### config.mk
export PLATFORM = sky130hd
export DESIGN_NAME = wb_stage
export DESIGN_NICKNAME = d
export VERILOG_FILES = /design/src/rtl/wb_stage_pkg.sv /design/src/rtl/wb_md_fifo.sv /design/src/rtl/wb_stage.sv
export SDC_FILE = /design/constraint.sdc
export NUM_CORES = 1
export LEC_CHECK = 0
export CAP_MARGIN = 40
export CORE_MARGIN = 3
export CORE_UTILIZATION = 35
export DETAILED_ROUTE_END_ITERATION = 6
export HOLD_SLACK_MARGIN = 0.05
export PLACE_DENSITY = 0.61
export SKIP_LAST_GASP = 1
export SLEW_MARGIN = 10
export SYNTH_ARGS = -nofsm -noshare
export SYNTH_HDL_FRONTEND = slang
export SYNTH_SLANG_ARGS = --single-unit
### constraint.sdc
create_clock -name clk -period 8.9 [get_ports clk]
set_clock_uncertainty 0.2 [all_clocks]
set_input_delay 0.89 -clock clk [delete_from_list [all_inputs] [get_ports clk]]
set_output_delay 0.89 -clock clk [all_outputs]
set_load 0.01 [all_outputs]
### src/rtl/wb_stage_pkg.sv
`default_nettype none
// ============================================================================
//  Module      : wb_stage_pkg
//  Description : Shared definitions for the write-back stage. Holds the
//                load-size encodings, the r0 address and the register-file
//                address/data widths. Also defines the layout of one queued
//                mul/div result.
//  Revision    : 1.0 - initial release
// ============================================================================
package wb_stage_pkg;

   localparam int REG_W  = 5;
   localparam int DATA_W = 32;

   localparam logic [REG_W-1:0] REG_ZERO = 5'd0;

   localparam logic [1:0] LD_BYTE = 2'b00;
   localparam logic [1:0] LD_HALF = 2'b01;
   localparam logic [1:0] LD_WORD = 2'b10;

   // One queued mul/div result: destination register plus data (37 bits).
   typedef struct packed {
      logic [REG_W-1:0]  rd;
      logic [DATA_W-1:0] data;
   } md_entry_t;

   localparam int MD_ENTRY_W = REG_W + DATA_W;

endpackage : wb_stage_pkg
`default_nettype wire

### src/rtl/wb_md_fifo.sv
`default_nettype none
// ============================================================================
//  Module      : wb_md_fifo
//  Description : Synchronous DEPTH x WIDTH FIFO for out-of-order mul/div
//                results. The head entry is visible combinationally. A push
//                and a pop in the same cycle are both performed. A push
//                while full is ignored, and so is a pop while empty.
//  Ports       : clk, rst     - clock, synchronous active-high reset
//                i_push/i_din - enqueue request and data
//                i_pop        - dequeue request
//                o_head       - entry at the head of the queue
//                o_count      - number of valid entries
//                o_empty      - queue holds no entries
//  Revision    : 1.0 - initial release
// ============================================================================
module wb_md_fifo #(
   parameter int DEPTH = 2,
   parameter int WIDTH = 37
) (
   input  logic                       clk,
   input  logic                       rst,
   input  logic                       i_push,
   input  logic [WIDTH-1:0]           i_din,
   input  logic                       i_pop,
   output logic [WIDTH-1:0]           o_head,
   output logic [$clog2(DEPTH+1)-1:0] o_count,
   output logic                       o_empty
);

   localparam int c_PTR_W = $clog2(DEPTH);
   localparam int c_CNT_W = $clog2(DEPTH+1);

   logic [WIDTH-1:0]   r_mem [DEPTH];
   logic [c_PTR_W-1:0] r_wr_ptr;
   logic [c_PTR_W-1:0] r_rd_ptr;
   logic [c_CNT_W-1:0] r_count;

   logic w_full;
   logic w_do_push;
   logic w_do_pop;

   assign w_full    = (r_count == c_CNT_W'(DEPTH));
   assign w_do_push = i_push && !w_full;
   assign w_do_pop  = i_pop && (r_count != '0);

   // Storage carries no reset; validity is tracked by the count alone.
   always_ff @(posedge clk) begin
      if (w_do_push) begin
         r_mem[r_wr_ptr] <= i_din;
      end
   end

   // DEPTH is a power of two, so the pointers wrap naturally.
   always_ff @(posedge clk) begin
      if (rst) begin
         r_wr_ptr <= '0;
         r_rd_ptr <= '0;
         r_count  <= '0;
      end else begin
         if (w_do_push) begin
            r_wr_ptr <= r_wr_ptr + c_PTR_W'(1);
         end
         if (w_do_pop) begin
            r_rd_ptr <= r_rd_ptr + c_PTR_W'(1);
         end
         case ({w_do_push, w_do_pop})
            2'b10:   r_count <= r_count + c_CNT_W'(1);
            2'b01:   r_count <= r_count - c_CNT_W'(1);
            default: r_count <= r_count;
         endcase
      end
   end

   assign o_head  = r_mem[r_rd_ptr];
   assign o_count = r_count;
   assign o_empty = (r_count == '0);

endmodule : wb_md_fifo
`default_nettype wire

### src/rtl/wb_stage.sv
`default_nettype none
// ============================================================================
//  Module      : wb_stage
//  Description : Write-back stage. Owns the single register-file write port
//                and merges in-order MEM-stage results with out-of-order
//                mul/div results onto it. Mul/div results are queued or, when
//                the port is free, bypassed straight through. Queued results
//                may wait only so long: at STARVE_LIMIT the MEM stage is
//                stalled for one cycle so the queue head drains.
//  Ports       : clk, rst            - clock, synchronous active-high reset
//                mem_*               - MEM-stage instruction and handshake
//                md_*                - mul/div result and handshake
//                r3_wr/r3_addr/r3_din - registered register-file write port
//  Revision    : 1.0 - initial release
// ============================================================================
module wb_stage
   import wb_stage_pkg::*;
#(
   parameter int MD_DEPTH     = 2,
   parameter int STARVE_LIMIT = 4
) (
   input  logic              clk,
   input  logic              rst,
   // MEM stage
   input  logic              mem_valid,
   output logic              mem_ready,
   input  logic              mem_regwrite,
   input  logic [REG_W-1:0]  mem_rd,
   input  logic              mem_memtoreg,
   input  logic [DATA_W-1:0] mem_alu_result,
   input  logic [DATA_W-1:0] mem_rdata,
   input  logic [1:0]        mem_ld_size,
   input  logic              mem_ld_unsigned,
   // mul/div unit
   input  logic              md_valid,
   output logic              md_ready,
   input  logic [REG_W-1:0]  md_rd,
   input  logic [DATA_W-1:0] md_result,
   // register-file write port
   output logic              r3_wr,
   output logic [REG_W-1:0]  r3_addr,
   output logic [DATA_W-1:0] r3_din
);

   localparam int c_CNT_W    = $clog2(MD_DEPTH+1);
   localparam int c_STARVE_W = $clog2(STARVE_LIMIT+1);

   // ---------------------------------------------------------------------
   // State
   // ---------------------------------------------------------------------
   logic                  r_r3_wr;
   logic [REG_W-1:0]      r_r3_addr;
   logic [DATA_W-1:0]     r_r3_din;
   logic [c_STARVE_W-1:0] r_starve_cnt;

   // ---------------------------------------------------------------------
   // Combinational
   // ---------------------------------------------------------------------
   logic                  w_pipe_acc;
   logic                  w_md_acc;
   logic                  w_pipe_wr;
   logic                  w_md_nonzero;
   logic                  w_pop;
   logic                  w_bypass;
   logic                  w_push;
   logic                  w_wr_en;
   logic [REG_W-1:0]      w_wr_addr;
   logic [DATA_W-1:0]     w_wr_data;
   logic [1:0]            w_lane;
   logic [7:0]            w_byte;
   logic [15:0]           w_half;
   logic [DATA_W-1:0]     w_load;
   logic [DATA_W-1:0]     w_pipe_data;
   logic [c_CNT_W-1:0]    w_fifo_count;
   logic                  w_fifo_empty;
   md_entry_t             w_fifo_head;
   md_entry_t             w_fifo_din;

   // Both ready signals depend on registered state only, so neither
   // producer sees a combinational path back from its own valid.
   assign md_ready  = (w_fifo_count < c_CNT_W'(MD_DEPTH));
   assign mem_ready = (r_starve_cnt != c_STARVE_W'(STARVE_LIMIT));

   assign w_pipe_acc   = mem_valid && mem_ready;
   assign w_md_acc     = md_valid && md_ready;
   assign w_pipe_wr    = w_pipe_acc && mem_regwrite && (mem_rd != REG_ZERO);
   assign w_md_nonzero = (md_rd != REG_ZERO);

   // ---------------------------------------------------------------------
   // Load extraction
   // ---------------------------------------------------------------------
   assign w_lane = mem_alu_result[1:0];

   always_comb begin
      w_byte = mem_rdata[7:0];
      case (w_lane)
         2'd0:    w_byte = mem_rdata[7:0];
         2'd1:    w_byte = mem_rdata[15:8];
         2'd2:    w_byte = mem_rdata[23:16];
         default: w_byte = mem_rdata[31:24];
      endcase
   end

   // Halfword alignment ignores lane[0].
   assign w_half = w_lane[1] ? mem_rdata[31:16] : mem_rdata[15:0];

   always_comb begin
      w_load = mem_rdata;
      case (mem_ld_size)
         LD_BYTE: w_load = mem_ld_unsigned ? {24'd0, w_byte}
                                           : {{24{w_byte[7]}}, w_byte};
         LD_HALF: w_load = mem_ld_unsigned ? {16'd0, w_half}
                                           : {{16{w_half[15]}}, w_half};
         LD_WORD: w_load = mem_rdata;
         default: w_load = mem_rdata;
      endcase
   end

   assign w_pipe_data = mem_memtoreg ? w_load : mem_alu_result;

   // ---------------------------------------------------------------------
   // Write-port arbitration: pipeline, then queue head, then bypass.
   // ---------------------------------------------------------------------
   always_comb begin
      w_wr_en   = 1'b0;
      w_wr_addr = r_r3_addr;
      w_wr_data = r_r3_din;
      w_pop     = 1'b0;
      w_bypass  = 1'b0;
      if (w_pipe_wr) begin
         w_wr_en   = 1'b1;
         w_wr_addr = mem_rd;
         w_wr_data = w_pipe_data;
      end else if (!w_fifo_empty) begin
         w_wr_en   = 1'b1;
         w_wr_addr = w_fifo_head.rd;
         w_wr_data = w_fifo_head.data;
         w_pop     = 1'b1;
      end else if (w_md_acc && w_md_nonzero) begin
         w_wr_en   = 1'b1;
         w_wr_addr = md_rd;
         w_wr_data = md_result;
         w_bypass  = 1'b1;
      end
   end

   // r0 results are accepted but never queued.
   assign w_push          = w_md_acc && w_md_nonzero && !w_bypass;
   assign w_fifo_din.rd   = md_rd;
   assign w_fifo_din.data = md_result;

   wb_md_fifo #(
      .DEPTH (MD_DEPTH),
      .WIDTH (MD_ENTRY_W)
   ) u_md_fifo (
      .clk     (clk),
      .rst     (rst),
      .i_push  (w_push),
      .i_din   (w_fifo_din),
      .i_pop   (w_pop),
      .o_head  (w_fifo_head),
      .o_count (w_fifo_count),
      .o_empty (w_fifo_empty)
   );

   // ---------------------------------------------------------------------
   // Registered write port; address and data hold while idle.
   // ---------------------------------------------------------------------
   always_ff @(posedge clk) begin
      if (rst) begin
         r_r3_wr   <= 1'b0;
         r_r3_addr <= REG_ZERO;
         r_r3_din  <= '0;
      end else begin
         r_r3_wr <= w_wr_en;
         if (w_wr_en) begin
            r_r3_addr <= w_wr_addr;
            r_r3_din  <= w_wr_data;
         end
      end
   end

   // Starve counter: counts cycles the queue head waits without a pop.
   always_ff @(posedge clk) begin
      if (rst) begin
         r_starve_cnt <= '0;
      end else if (w_fifo_empty || w_pop) begin
         r_starve_cnt <= '0;
      end else if (r_starve_cnt != c_STARVE_W'(STARVE_LIMIT)) begin
         r_starve_cnt <= r_starve_cnt + c_STARVE_W'(1);
      end
   end

   assign r3_wr   = r_r3_wr;
   assign r3_addr = r_r3_addr;
   assign r3_din  = r_r3_din;

endmodule : wb_stage
`default_nettype wire

# [Yosys cells after proc, flatten, opt, wreduce, memory -nomap -nowiden]
# Memories as Yosys holds them, arrays and structs flattened. A register that Yosys moved wholly into a read port is not among the register bits.
# Index checks and enable logic that the tools add are counted.
# W data, S select, Z words.
[word_totals] mem_bits_rw=74 out_inout_bits=40 ff_bits=45 mem_count=1
[classes] mux=24 n_reduce_logical=20 eq_ne=8 n_lt_le_gt_ge=1 add_sub_neg=5
[memory_table] memory="u_md_fifo.r_mem" words=2 width=37 read_ports=1 rd_clocked_by_memory_dff=1 write_ports=1 line_no="wb_md_fifo.sv:33" source="logic [WIDTH-1:0] r_mem [DEPTH];"
[ops] operator="$mux W32" n=6
[ops] operator="$pmux W32 S2" n=1
[ops] operator="$pmux W8 S3" n=1
[ops] operator="$mux W16" n=1
[ops] operator="$mux W5" n=3
[ops] operator="$mux W1" n=11
[ops] operator="$reduce_bool A5 Y1" n=2
[ops] operator="$logic_and A1 B1 Y1" n=8
[ops] operator="$eq A2 B1 Y1 const B" n=3
[ops] operator="$eq A2 B2 Y1 const B" n=3
[ops] operator="$logic_not A2 Y1" n=3
[ops] operator="$pmux W2 S2" n=1
[ops] operator="$reduce_bool A2 Y1" n=2
[ops] operator="$add A3 B1 Y3 const B" n=1
[ops] operator="$ne A3 B2 Y1 const B" n=1
[ops] operator="$ne A3 B3 Y1 const B" n=1
[ops] operator="$add A1 B1 Y1 const B" n=2
[ops] operator="$add A2 B1 Y2 const B" n=1
[ops] operator="$logic_not A1 Y1" n=2
[ops] operator="$lt A2 B2 Y1 const B" n=1
[ops] operator="$reduce_and A2 Y1" n=1
[ops] operator="$reduce_or A2 Y1" n=1
[ops] operator="$sub A2 B1 Y2 const B" n=1
[ops] operator="$logic_or A1 B1 Y1" n=1

# [Logic depth before layout (Yosys ltp)]
# Gate-level depths: netlist of the first run.
[logic_depth] word_depth=11 mapped_depth=11 depth_no_buf=10

# [Cells and area by module]
# A second synthesis of the first run with hierarchy kept.
[hier_totals] hier_cells=540 area_unflattened_um2=5985.7
[modules_own_cells] module="wb_stage" area_per_inst_um2=3110.5 cells_each=400 instances=1
[modules_own_cells] module="wb_md_fifo" area_per_inst_um2=2875.3 cells_each=140 instances=1

# [Least setup slack after synthesis of the first run]
# No wires, ideal clock.
[synth_path] kind="in2reg" startpoint="in mem_rd[3]" endpoint="mem u_md_fifo.r_mem[0][0] (enable)" arrival_time_ns=2.992 stages=4 t_required_ns=8.269 path_slack_ns=5.277 n_path_buf=0 setup_ns=0.431 path_cell_list="or2_2 o2111a_1 o21bai_1 nor2_1"
[synth_via] elab_chain_len=8
[synth_rtl] element="start, declared" line_no="wb_stage.sv:28" source="input logic [REG_W-1:0] mem_rd,"
[synth_rtl] element="$reduce_bool A5 Y1" line_no="wb_stage.sv:86" source="assign w_pipe_wr = w_pipe_acc && mem_regwrite && (mem_rd != REG_ZERO);"
[synth_rtl] element="$logic_and A1 B1 Y1" line_no="wb_stage.sv:86"
[synth_rtl] element="$mux W1" line_no="wb_stage.sv:130" source="if (w_pipe_wr) begin"
[synth_rtl] element="$logic_not A1 Y1" line_no="wb_stage.sv:148" source="assign w_push = w_md_acc && w_md_nonzero && !w_bypass;"
[synth_rtl] element="$logic_and A1 B1 Y1" line_no="wb_stage.sv:148"
[synth_rtl] element="$logic_and A1 B1 Y1" line_no="wb_md_fifo.sv:43" source="assign w_do_push = i_push && !w_full;"
[synth_rtl] element="$mux W1" line_no="wb_md_fifo.sv:48" source="if (w_do_push) begin"
[synth_rtl] element="$mux W1 (not written as such)" line_no="wb_md_fifo.sv:49" source="r_mem[r_wr_ptr] <= i_din;"
[synth_rtl] element="end, declared" line_no="wb_md_fifo.sv:33"
# No other way between the ends.

# [Worst setup path in the final report of the first run]
[layout_path] startpoint="in mem_rd[0]" endpoint="reg u_md_fifo.r_count[1] (netlist: u_md_fifo.o_count[1])"
[layout_via] elab_chain_len=8 word_cells_on_any_way=12 cone_classes="eq/ne (2); mux (3); reduce/logical (7)"
[layout_rtl] element="$reduce_bool A5 Y1 *" line_no="wb_stage.sv:86"
[layout_rtl] element="$logic_and A1 B1 Y1 *" line_no="wb_stage.sv:86"
[layout_rtl] element="$mux W1" line_no="wb_stage.sv:130"
[layout_rtl] element="$logic_not A1 Y1" line_no="wb_stage.sv:148"
[layout_rtl] element="$logic_and A1 B1 Y1" line_no="wb_stage.sv:148"
[layout_rtl] element="$logic_and A1 B1 Y1" line_no="wb_md_fifo.sv:43"
[layout_rtl] element="$eq A2 B1 Y1 or $eq A2 B2 Y1 (tied branches)" line_no="wb_md_fifo.sv:66" source="case ({w_do_push, w_do_pop})"
[layout_rtl] element="$pmux W2 S2 or $reduce_bool A2 Y1 (tied branches)"
[layout_rtl] element="end signal, assigned" line_no="wb_md_fifo.sv:67" source="2'b10: r_count <= r_count + c_CNT_W'(1);"
[layout_rtl] element="end signal, assigned" line_no="wb_md_fifo.sv:68" source="2'b01: r_count <= r_count - c_CNT_W'(1);"
[layout_rtl] element="end signal, assigned" line_no="wb_md_fifo.sv:69" source="default: r_count <= r_count;"
[layout_rtl] element="end, declared" line_no="wb_md_fifo.sv:36" source="logic [c_CNT_W-1:0] r_count;"
# Mark *: on every way between the ends. The rest lies on a longest branch, timed or not.
# A chain may end at the register's enable or synchronous reset.

==> results of run 1 <==
==> per-stage QoR <==
stage | total power, mW | util | setup slack [ns] | cells | area (sq um)
2_1_floorplan | 1.178 | - | 5.277 | 549 | 5882
3_3_place_gp | 1.469 | 0.4667 | 4.730 | 880 | 7547
3_5_place_dp | 1.499 | 0.4695 | 4.655 | 883 | 7594
4_1_cts | 2.130 | 0.5034 | 5.067 | 915 | 8142
5_1_grt | 2.223 | 0.5034 | 4.923 | 915 | 8142
6_report | 2.118 | 0.5034 | 5.039 | 915 | 8142
==> area by class of cell <==
cell class                      count  area (sq um)  share of cell area
Multi-Input combinational cell    372          2501              0.3072
Sequential cell                   120          3144              0.3862
Timing Repair Buffer              163          1633              0.2006
Clock inverter                     13         105.1             0.01291
Inverter                           12         45.04            0.005533
Tap cell                          216         270.3             0.03319
Clock buffer                       19         442.9             0.05440
==> layout by cell type (no fill, tap or decap), types with 3 or more instances in the layout <==
master / synthesis / routed
o211ai_1: 3 / 3
ha_1: 3 / 3
o221ai_1: 3 / 3
clkbuf_16: 0 / 17
buf_4: 2 / 6
edfxtp_1: 74 / 74
nor2_1: 42 / 40
or2_2: 4 / 4
clkinvlp_4: 0 / 5
a32oi_1: 4 / 4
a22o_1: 7 / 7
a211o_1: 16 / 16
a311oi_1: 22 / 22
nand2b_1: 4 / 4
nand2_1: 53 / 53
clkdlybuf4s50_1: 0 / 154
xnor2_1: 4 / 4
mux2i_1: 16 / 16
nand3_1: 5 / 5
o21ai_0: 44 / 44
o22ai_1: 7 / 7
clkinv_2: 0 / 5
and3_1: 4 / 4
a21oi_1: 44 / 44
inv_1: 10 / 10
a22oi_1: 9 / 9
dfxtp_1: 46 / 45
nor4_1: 3 / 3
mux2_2: 30 / 30
a31oi_1: 11 / 11
o221a_2: 11 / 11
==> cell families (layout without fill, tap and decap cells) <==
logic type / count (synthesis) / in the layout / synth area share
adders and majority gates: 3 / 3 / 0.006382
muxes: 47 / 47 / 0.08849
buffers and inverters: 57 / 207 / 0.04297
xor gates and xnor gates: 5 / 5 / 0.007445
AOI/OAI and AO/OA: 192 / 192 / 0.2276
DFF: 120 / 120 / 0.5344
and+or+nand+nor: 125 / 125 / 0.09275
==> final timing paths <==
check | startpoint | endpoint | cells past startpoint
max reg2reg | r_starve_cnt[0]$_SDFFE_PP0N_ | u_md_fifo.r_mem[0][19]$_DFFE_PP_ | 7
max | mem_rd[0] | u_md_fifo.o_count[1]$_SDFFE_PP0P_ | 8
min | r3_din[1]$_SDFFE_PP0P_ | r3_din[1]$_SDFFE_PP0P_ | 2
min reg2reg | r3_din[1]$_SDFFE_PP0P_ | r3_din[1]$_SDFFE_PP0P_ | 2
==> worst reg2reg max path, stage by stage (launching register included) <==
cell,delay [ns]
dfxtp_1,0.36
inv_1,0.06
ha_1,0.20
nand2_1,0.26
o2111a_1,0.74
o21bai_1,0.35
nor2_4,0.53
buf_4,0.43
==> power by group through the flow <==
stage	sequential, mW	clock (mW)	combinational (mW)
floorplan	0.782	0	0.396
global placement	0.806	0	0.663
detailed placement	0.780	0	0.718
CTS	0.770	0.638	0.722
global route	0.780	0.666	0.777
finish	0.770	0.633	0.716
==> per-layer routing <==
metal	share of wire	up-vias
li1	-	2381
met1	0.42	2462
met5	0	-
met4	0.016	0
met3	0.068	26
met2	0.49	199
==> sequential cells by signal, summed over array words and instances (netlist names), named ones only <==
register            flops
r3_wr                   1
u_md_fifo.r_mem        74
r3_din                 32
u_md_fifo.o_count       2
r3_addr                 5
r_starve_cnt            3
u_md_fifo.r_wr_ptr      1
u_md_fifo.r_rd_ptr      1
==> impl_metrics.csv, run 1 <==
group,metric,value,unit
layout,diodes,0,
synth,synth-seq-cells,120,
synth,synth-edff-count,74,
clock_tree,htreeDepth,4,
synth,yosys_warnings,0,
synth,syn_inst,549,
die,die_h,135.6,microns
clock_tree,cts_setup_buffers,0,
power_and_ir_drop,pwr_density_cell,260.2,mW/mm^2
sta,finalSetupViolCount,0,
power_and_ir_drop,internal-power,1.435,mW
clock_tree,hold_buffers,0,
power_and_ir_drop,p_seq_frac,0.363,
placement,portBuffers,154,
global_routing,grt_pass1_vias,5140,
critical_path,crit_chain,"clkdlybuf4s50_1 > or3_4 > o2111ai_4 > nand2_2 > inv_2 > ha_1 > or3_1 > a21oi_1",
clock_tree,cts-root-buf,"clkbuf_16",
critical_path,critPathSlowestCell,"o2111ai_4",
sta,slew_violations,0,
sta,max_freq,259.0,MHz
sta,tns,0,ns
clock_tree,clock_path_buffers,2,
die,die_x,135.6,microns
sta,holdWs,0.2975,ns
sta,worstMarginPinSlew,0.8731,ns
global_routing,use_met3,0.04792,
critical_path,path_delay_family,"simple AND/OR/NAND/NOR gates",
sta,period_share,0.4338,
critical_path,max_stage_delay,0.68,ns
critical_path,arrival,4.00,ns
power_and_ir_drop,switching_share,0.3228,
critical_path,crit_path_start_kind,"primary input",
global_routing,use_met2,0.3366,
clock_tree,cts_tree,"yes",
global_routing,grt_start_max_net_pins,36,
die,rows,46,
critical_path,cp_data_required_time,9.04,ns
global_routing,antenna_found_initial,0,
sta,hold_viol,0,
critical_path,end_kind,"flop",
clock_tree,clk_latency,0.41,ns
detailed_routing,drt_iter0_drc,510,
detailed_routing,drcViolationCount,0,
layout,drive_gt1_frac,0.1345,
synth,synth_cell_types,54,
synth,synth_fp_nets,667,
layout,syn_to_final_growth,38.42,%
global_routing,grt_pass1_wl,28300,microns
global_routing,grt_overflow,0,
synth,async_reset_ff_frac,0,
critical_path,cp_max_fo,27,
placement,finalWeightedCongestion,0.8571,
clock_tree,cts-buffers-inserted,17,
detailed_routing,vias_per_cell,5.539,
synth,synth_area_leaders,"edfxtp_1 (38%), dfxtp_1 (16%), mux2_2 (5.7%)",
power_and_ir_drop,p_sw,683.8,uW
synth,synth_ff_type,"edfxtp_1",
sta,maxSlewHeadroom,0.4144,
critical_path,critical_path_class,"in2reg",
power_and_ir_drop,combPwrFrac,0.338,
synth,synthesis.area,0.005882,sq mm
synth,synth_area_leader_cell,"edfxtp_1",
die,dieArea,0.01840,sq mm
die,core,0.01617,sq mm
synth,synthTopCellsByCount,"edfxtp_1 (74), nand2_1 (53), dfxtp_1 (46), a21oi_1 (44), o21ai_0 (44)",
critical_path,cp_num_buf_inv,2,
detailed_routing,avgRoutedWirePerCell,20.48,microns
clock_tree,clock_sinks,120,
synth,synth_top_area_frac,0.3778,
layout,finalNetCount,804,
die,ios,155,
global_routing,busiest_layer,"met2",
synth,avgSynthCellArea,10.71,sq um
detailed_routing,postRouteWirelength,18740,microns
critical_path,reg2reg_slack,5.44,ns
synth,synth_most_common_cell,"edfxtp_1",
detailed_routing,drtAntennaViolNets,0,
global_routing,met1_usage,0.2572,
die,initial_core_util,0.3637,
layout,fill_cells,1477,
sta,rsz0062_at_grt,"false",
power_and_ir_drop,clkPwrFrac,0.299,
power_and_ir_drop,ir_drop,0.0001539,V
sta,fin_crit,3.861,ns
synth,synth_seq_area_share,0.5344,
clock_tree,clk_pin_slew_worst_paths,0.06,ns
detailed_routing,num_vias,5068,
global_routing,track_usage,0.2011,
power_and_ir_drop,p_leak,2.771,nW
placement,dp.final_hpwl,13610,microns
run,max_cap_viol_count,0,
detailed_routing,drtPass1Iterations,6,
outcome,outcome,"complete, no violations",
clock_tree,cts.repair.resized,0,
worst_hold_path,hp-class,"reg2reg",
(Power assumes the default switching activity.)
==> inputs of run 2 (changes only) <==
--- a/config.mk
+++ b/config.mk
@@ -10,7 +10,7 @@
 export CORE_UTILIZATION = 35
 export DETAILED_ROUTE_END_ITERATION = 6
 export HOLD_SLACK_MARGIN = 0.05
-export PLACE_DENSITY = 0.61
+export PLACE_DENSITY = 0.63
 export SKIP_LAST_GASP = 1
 export SLEW_MARGIN = 10
 export SYNTH_ARGS = -nofsm -noshare
==> constraint.sdc (replaced) <==
create_clock -name clk -period 3.35 [get_ports clk]
set_clock_uncertainty 0.2 [all_clocks]
set_input_delay 0.335 -clock clk [delete_from_list [all_inputs] [get_ports clk]]
set_output_delay 0.335 -clock clk [all_outputs]
set_load 0.01 [all_outputs]
==> run 2 against run 1 <==
Net effect:
- cell count increased by 1.1%
- sequential power increased to 2.7 times the previous value
- clock power increased to 2.8 times the previous value
- final area increased by 1.5%
- sequential share of layout area decreased by 0.58 points
- hold slack got worse by 0.030 ns
- setup slack got worse by 4.5 ns
- register-to-register slack got worse by 4.6 ns
- critical path depth decreased by 1
- global-route usage increased by 0.10 points
- critical path type unchanged
==> impl_metrics.csv, run 2 (synthesis gave the netlist of run 1 again) <==
group,metric,value,unit
layout,diodes,0,
run,max_cap_viol_count,0,
clock_tree,clock_sinks,120,
critical_path,cp_num_buf_inv,1,
sta,rsz0062_at_grt,"false",
power_and_ir_drop,clkPwrFrac,0.306,
global_routing,antenna_found_initial,1,
detailed_routing,postRouteWirelength,18820,microns
critical_path,crit_chain,"clkdlybuf4s50_1 > or3_4 > o2111a_1 > o21bai_1 > ha_1 > or3_1 > a21oi_1",
die,dieArea,0.01840,sq mm
critical_path,end_kind,"flop",
layout,fin_cells,925,
clock_tree,cts-buffers-inserted,17,
critical_path,startpoint,"mem_rd[0]",
layout,largest_register_ffs,74,
layout,fill_cells,1423,
critical_path,cp_data_required_time,3.48,ns
outcome,outcome,"complete, no violations",
global_routing,grt_pass1_wl,28230,microns
global_routing,grt_overflow,0,
power_and_ir_drop,p_seq_frac,0.363,
detailed_routing,drt_iter0_drc,465,
power_and_ir_drop,combPwrFrac,0.331,
layout,top_register,"u_md_fifo.r_mem",
clock_tree,clk_latency,0.41,ns
power_and_ir_drop,internal-power,3.944,mW
sta,period_share,0.8242,
layout,final_cell_mix,"clkdlybuf4s50_1 (154), edfxtp_1 (74), nand2_1 (53)",
die,die_x,135.6,microns
worst_hold_path,hold_depth,2,
power_and_ir_drop,p_sw,1.786,mW
die,initial_core_util,0.3637,
detailed_routing,drtPass1Iterations,5,
critical_path,cp_max_fo,4,
power_and_ir_drop,p_leak,2.847,nW
critical_path,critical_path_class,"in2reg",
global_routing,track_usage,0.2021,
critical_path,max_stage_delay,0.53,ns
worst_hold_path,hp-class,"reg2reg",
clock_tree,clock_path_buffers,2,
placement,finalWeightedCongestion,0.8659,
layout,finalNetCount,814,
clock_tree,clk_pin_slew_worst_paths,0.05,ns
power_and_ir_drop,power.total,5.731,mW
detailed_routing,drcViolationCount,0,
sta,max_freq,362.2,MHz
clock_tree,cts-root-buf,"clkbuf_16",
layout,syn_to_final_growth,40.52,%
die,core,0.01617,sq mm
critical_path,crit_path_start_kind,"primary input",
sta,fin_crit,2.761,ns
sta,maxSlewHeadroom,0.4515,
placement,dp.cells,893,
critical_path,reg2reg_to,"u_md_fifo.o_count[1]$_SDFFE_PP0P_",
clock_tree,hold_buffers,0,
die,ios,155,
clock_tree,cts_tree,"yes",
detailed_routing,vias_per_cell,5.562,
global_routing,grt_start_max_net_pins,36,
critical_path,arrival,2.89,ns
sta,hold_viol,0,
die,die_h,135.6,microns
clock_tree,cts.repair.resized,0,
detailed_routing,drtAntennaViolNets,0,
detailed_routing,num_vias,5145,
sta,slew_violations,0,
clock_tree,cts_setup_buffers,0,
detailed_routing,avgRoutedWirePerCell,20.34,microns
power_and_ir_drop,switching_share,0.3117,
critical_path,critPathCapture,"u_md_fifo.o_count[1]$_SDFFE_PP0P_",
clock_tree,htreeDepth,4,
global_routing,grt_pass1_vias,5117,
critical_path,critPathSlowestCell,"o21bai_1",
critical_path,rr_worst_depth,8,
die,rows,46,
sta,finalSetupViolCount,0,
sta,worstMarginPinSlew,0.8227,ns
critical_path,path_depth,7,
layout,drive_gt1_frac,0.1453,
critical_path,path_delay_family,"compound AO/OA/AOI/OAI gates",
power_and_ir_drop,ir_drop,0.0003724,V
power_and_ir_drop,pwr_density_cell,693.3,mW/mm^2
placement,portBuffers,154,
placement,dp.final_hpwl,13630,microns
critical_path,r2r-start,"r_starve_cnt[0]$_SDFFE_PP0N_",
critical_path,reg2reg_slack,0.86,ns
layout,final_common_cell,"clkdlybuf4s50_1",
[run 2: layout make-up]
| type | count | area (sq um) | share of cell area |
|---|---|---|---|
| Tap cell | 216 | 270.3 | 0.03270 |
| Timing Repair Buffer | 173 | 1722 | 0.2083 |
| Clock buffer | 26 | 519.2 | 0.06282 |
| Multi-Input combinational cell | 372 | 2501 | 0.3026 |
| Sequential cell | 120 | 3144 | 0.3804 |
| Clock inverter | 6 | 63.81 | 0.007720 |
| Inverter | 12 | 45.04 | 0.005450 |
[run 2: tightest hold or removal path, stage by stage, from the launching register on]
cell	delay [ns]
dfxtp_1	0.31
nand2_1	0.05
a21oi_1	0.05
[run 2: metrics by stage]
stage                     cell area (sq um)    util  worst slack [ns]  setup TNS [ns]  hold WS [ns]
after floorplan                        5882       -           -0.1161          -8.593        0.2339
after global placement                 7642  0.4725            0.3203               0        0.2557
after detailed placement               7682  0.4750            0.2230               0        0.2581
after CTS                              8265  0.5111            0.6003               0        0.2660
after global routing                   8265  0.5111            0.5270               0        0.2854
final                                  8265  0.5111            0.5888               0        0.2678
[run 2: power by group through the flow]
stage	Clock, mW	Sequential, mW	Combinational (mW)
detailed placement	0	2.11	1.90
CTS	1.79	2.08	1.91
global route	1.85	2.11	2.05
finish	1.75	2.08	1.90
floorplan	0	2.08	1.05
global placement	0	2.10	1.85
[run 2: worst min path at each step]
stage / to / startpoint / slack (ns)
3_3_place_gp: r3_din[0]$_SDFFE_PP0P_ / r3_din[0]$_SDFFE_PP0P_ / 0.26
2_1_floorplan: u_md_fifo.r_mem[0][0]$_DFFE_PP_ / md_result[0] / 0.23
6_report: r3_din[0]$_SDFFE_PP0P_ / r3_din[0]$_SDFFE_PP0P_ / 0.27
5_1_grt: r3_din[0]$_SDFFE_PP0P_ / r3_din[0]$_SDFFE_PP0P_ / 0.29
4_1_cts: r3_din[0]$_SDFFE_PP0P_ / r3_din[0]$_SDFFE_PP0P_ / 0.27
3_5_place_dp: r3_din[0]$_SDFFE_PP0P_ / r3_din[0]$_SDFFE_PP0P_ / 0.26
[run 2: routing by layer]
| metal | up-vias | share of wire | track usage |
|---|---|---|---|
| met5 | - | 0.00064 | 0 |
| met4 | 2 | 0.020 | 0.07111 |
| met3 | 32 | 0.077 | 0.05795 |
| met2 | 220 | 0.47 | 0.3189 |
| met1 | 2492 | 0.43 | 0.2667 |
| li1 | 2399 | - | - |
==> inputs of run 3 (changes only) <==
==> constraint.sdc (replaced) <==
create_clock -name clk -period 2.42 [get_ports clk]
set_clock_uncertainty 0.2 [all_clocks]
set_input_delay 0.242 -clock clk [delete_from_list [all_inputs] [get_ports clk]]
set_output_delay 0.242 -clock clk [all_outputs]
set_load 0.01 [all_outputs]
==> run 3 against run 2 <==
Net effect:
- sequential share of layout area is 1.2 points lower
- setup slack worse by 0.44 ns
- via count rose by 1.5%
- first-iteration DRC count increased by 6.2%
- non-clock buffer count grew 26
- count of clock-buffer cells in the layout fell by 8
- flip-flop and latch count unchanged
- core utilization is 1.7 points higher
- hold slack got worse by 0.039 ns
- clock power grew 40%
- critical path depth up 2
- largest cell class unchanged
- highest routed layer is now met4
==> impl_metrics.csv, run 3 (synthesis gave the netlist of run 1 again) <==
group,metric,value,unit
critical_path,path_delay_family,"compound AO/OA/AOI/OAI gates",
die,initial_core_util,0.3637,
power_and_ir_drop,p_leak,2.984,nW
clock_tree,cts-buffers-inserted,17,
sta,fin_crit,2.266,ns
layout,final_common_cell,"clkdlybuf4s50_1",
die,rows,46,
placement,portBuffers,154,
global_routing,antenna_found_initial,0,
placement,dp.cells,919,
clock_tree,clock_sinks,120,
die,dieArea,0.01840,sq mm
die,die_x,135.6,microns
placement,dp.final_hpwl,14100,microns
die,die_h,135.6,microns
layout,diodes,0,
run,max_cap_viol_count,0,
clock_tree,cts_tree,"yes",
detailed_routing,vias_per_cell,5.489,
detailed_routing,num_vias,5220,
clock_tree,cts_setup_buffers,0,
clock_tree,cts-root-buf,"clkbuf_16",
clock_tree,clock_path_buffers,2,
critical_path,crit_chain,"inv_1 > ha_1 > nand2_2 > o2111a_1 > o21bai_2 > ha_1 > xnor2_1 > or3_1 > a21oi_1",
layout,finalNetCount,840,
critical_path,cp_num_buf_inv,1,
critical_path,arrival,2.41,ns
critical_path,crit_top_cell,"ha_1",
sta,worstMarginPinSlew,0.4243,ns
layout,largest_register_ffs,74,
sta,period_share,0.9365,
critical_path,crit_path_start_kind,"flop",
layout,top_register,"u_md_fifo.r_mem",
global_routing,grt_pass1_vias,5248,
detailed_routing,avgRoutedWirePerCell,19.97,microns
clock_tree,htreeDepth,4,
power_and_ir_drop,power.total,8.127,mW
detailed_routing,drtPass1Iterations,5,
global_routing,grt_overflow,0,
sta,maxSlewHeadroom,0.7168,
clock_tree,clk_pin_slew_worst_paths,0.06,ns
detailed_routing,drcViolationCount,0,
detailed_routing,drt_iter0_drc,494,
critical_path,cp_data_required_time,2.56,ns
outcome,outcome,"complete, no violations",
critical_path,cp_max_fo,6,
sta,max_freq,441.2,MHz
power_and_ir_drop,ir_drop,0.0006311,V
global_routing,grt_pass1_wl,28860,microns
layout,drive_gt1_frac,0.1823,
critical_path,critical_path_class,"reg2reg",
die,ios,155,
clock_tree,cts.repair.resized,0,
clock_tree,hold_buffers,0,
critical_path,critPathSlowestCell,"dfxtp_1",
placement,finalWeightedCongestion,0.8810,
detailed_routing,postRouteWirelength,19000,microns
sta,tns,0,ns
layout,fin_cells,951,
detailed_routing,drtAntennaViolNets,0,
sta,rsz0062_at_grt,"false",
die,core,0.01617,sq mm
layout,fill_cells,1383,
global_routing,grt_start_max_net_pins,30,
critical_path,max_stage_delay,0.37,ns
critical_path,end_kind,"flop",
sta,slew_violations,0,
sta,finalSetupViolCount,0,
clock_tree,clk_latency,0.42,ns
layout,syn_to_final_growth,45.12,%
sta,hold_viol,0,
power_and_ir_drop,pwr_density_cell,952.1,mW/mm^2
global_routing,track_usage,0.2071,
worst_hold_path,hp-class,"in2reg",
layout,final_cell_mix,"clkdlybuf4s50_1 (154), edfxtp_1 (74), nand2_1 (52)",
## run 3: cell count changes in the layout (fill, tap and decap cells not counted), sizes merged
cell / delta
clkinvlp: +2
inv: +4
clkbuf: -8
buf: +26
clkinv: +2
## run 3: metal layers
| metal | GRT usage | vias up | part of all wire |
|---|---|---|---|
| met5 | 0 | - | 0 |
| met4 | 0.07223 | 0 | 0.024 |
| met3 | 0.05684 | 36 | 0.076 |
| met2 | 0.3338 | 229 | 0.49 |
| met1 | 0.2692 | 2490 | 0.41 |
| li1 | - | 2465 | - |
## run 3: cell type report
cell class / count / area [sq um] / area share
clock buffer: 18 / 450.4 / 0.05277
tap: 216 / 270.3 / 0.03166
timing repair buffer: 199 / 1979 / 0.2319
inverter: 12 / 45.04 / 0.005277
sequential: 120 / 3144 / 0.3684
clock inverter: 14 / 138.9 / 0.01627
multi-input combinational: 372 / 2507 / 0.2938
## run 3: power by group
group,total (mW),switching (mW),internal (mW)
clock,2.45,0.962,1.49
combinational,2.86,1.41,1.44
sequential,2.82,0.236,2.58
total,8.13,2.61,5.52
## run 3: worst min-delay path, cell delays in order
cell and delay, ns:
clkdlybuf4s50_1 0.42, nand2_1 0.07, a311oi_1 0.07
## run 3: final timing paths
path | from | end | slack [ns] | cells past startpoint
max | r_starve_cnt[0]$_SDFFE_PP0N_ | u_md_fifo.o_count[1]$_SDFFE_PP0P_ | 0.15 | 9
min | mem_rd[1] | r3_addr[1]$_SDFFE_PP0P_ | 0.23 | 3
max reg2reg | r_starve_cnt[0]$_SDFFE_PP0N_ | u_md_fifo.o_count[1]$_SDFFE_PP0P_ | 0.15 | 9
min reg2reg | r3_din[1]$_SDFFE_PP0P_ | r3_din[1]$_SDFFE_PP0P_ | 0.25 | 2
## run 3: through the flow
step | area (sq um) | hold slack, ns | worst slack, ns | util
detailed placement | 7946 | 0.2478 | -0.1853 | 0.4913
finish | 8536 | 0.2289 | 0.1537 | 0.5278
global route | 8536 | 0.2315 | 0.01565 | 0.5278
global placement | 7946 | 0.2461 | -0.1699 | 0.4913
CTS | 8536 | 0.2152 | 0.1425 | 0.5278
floorplan | 5903 | 0.1409 | 0.03342 | -
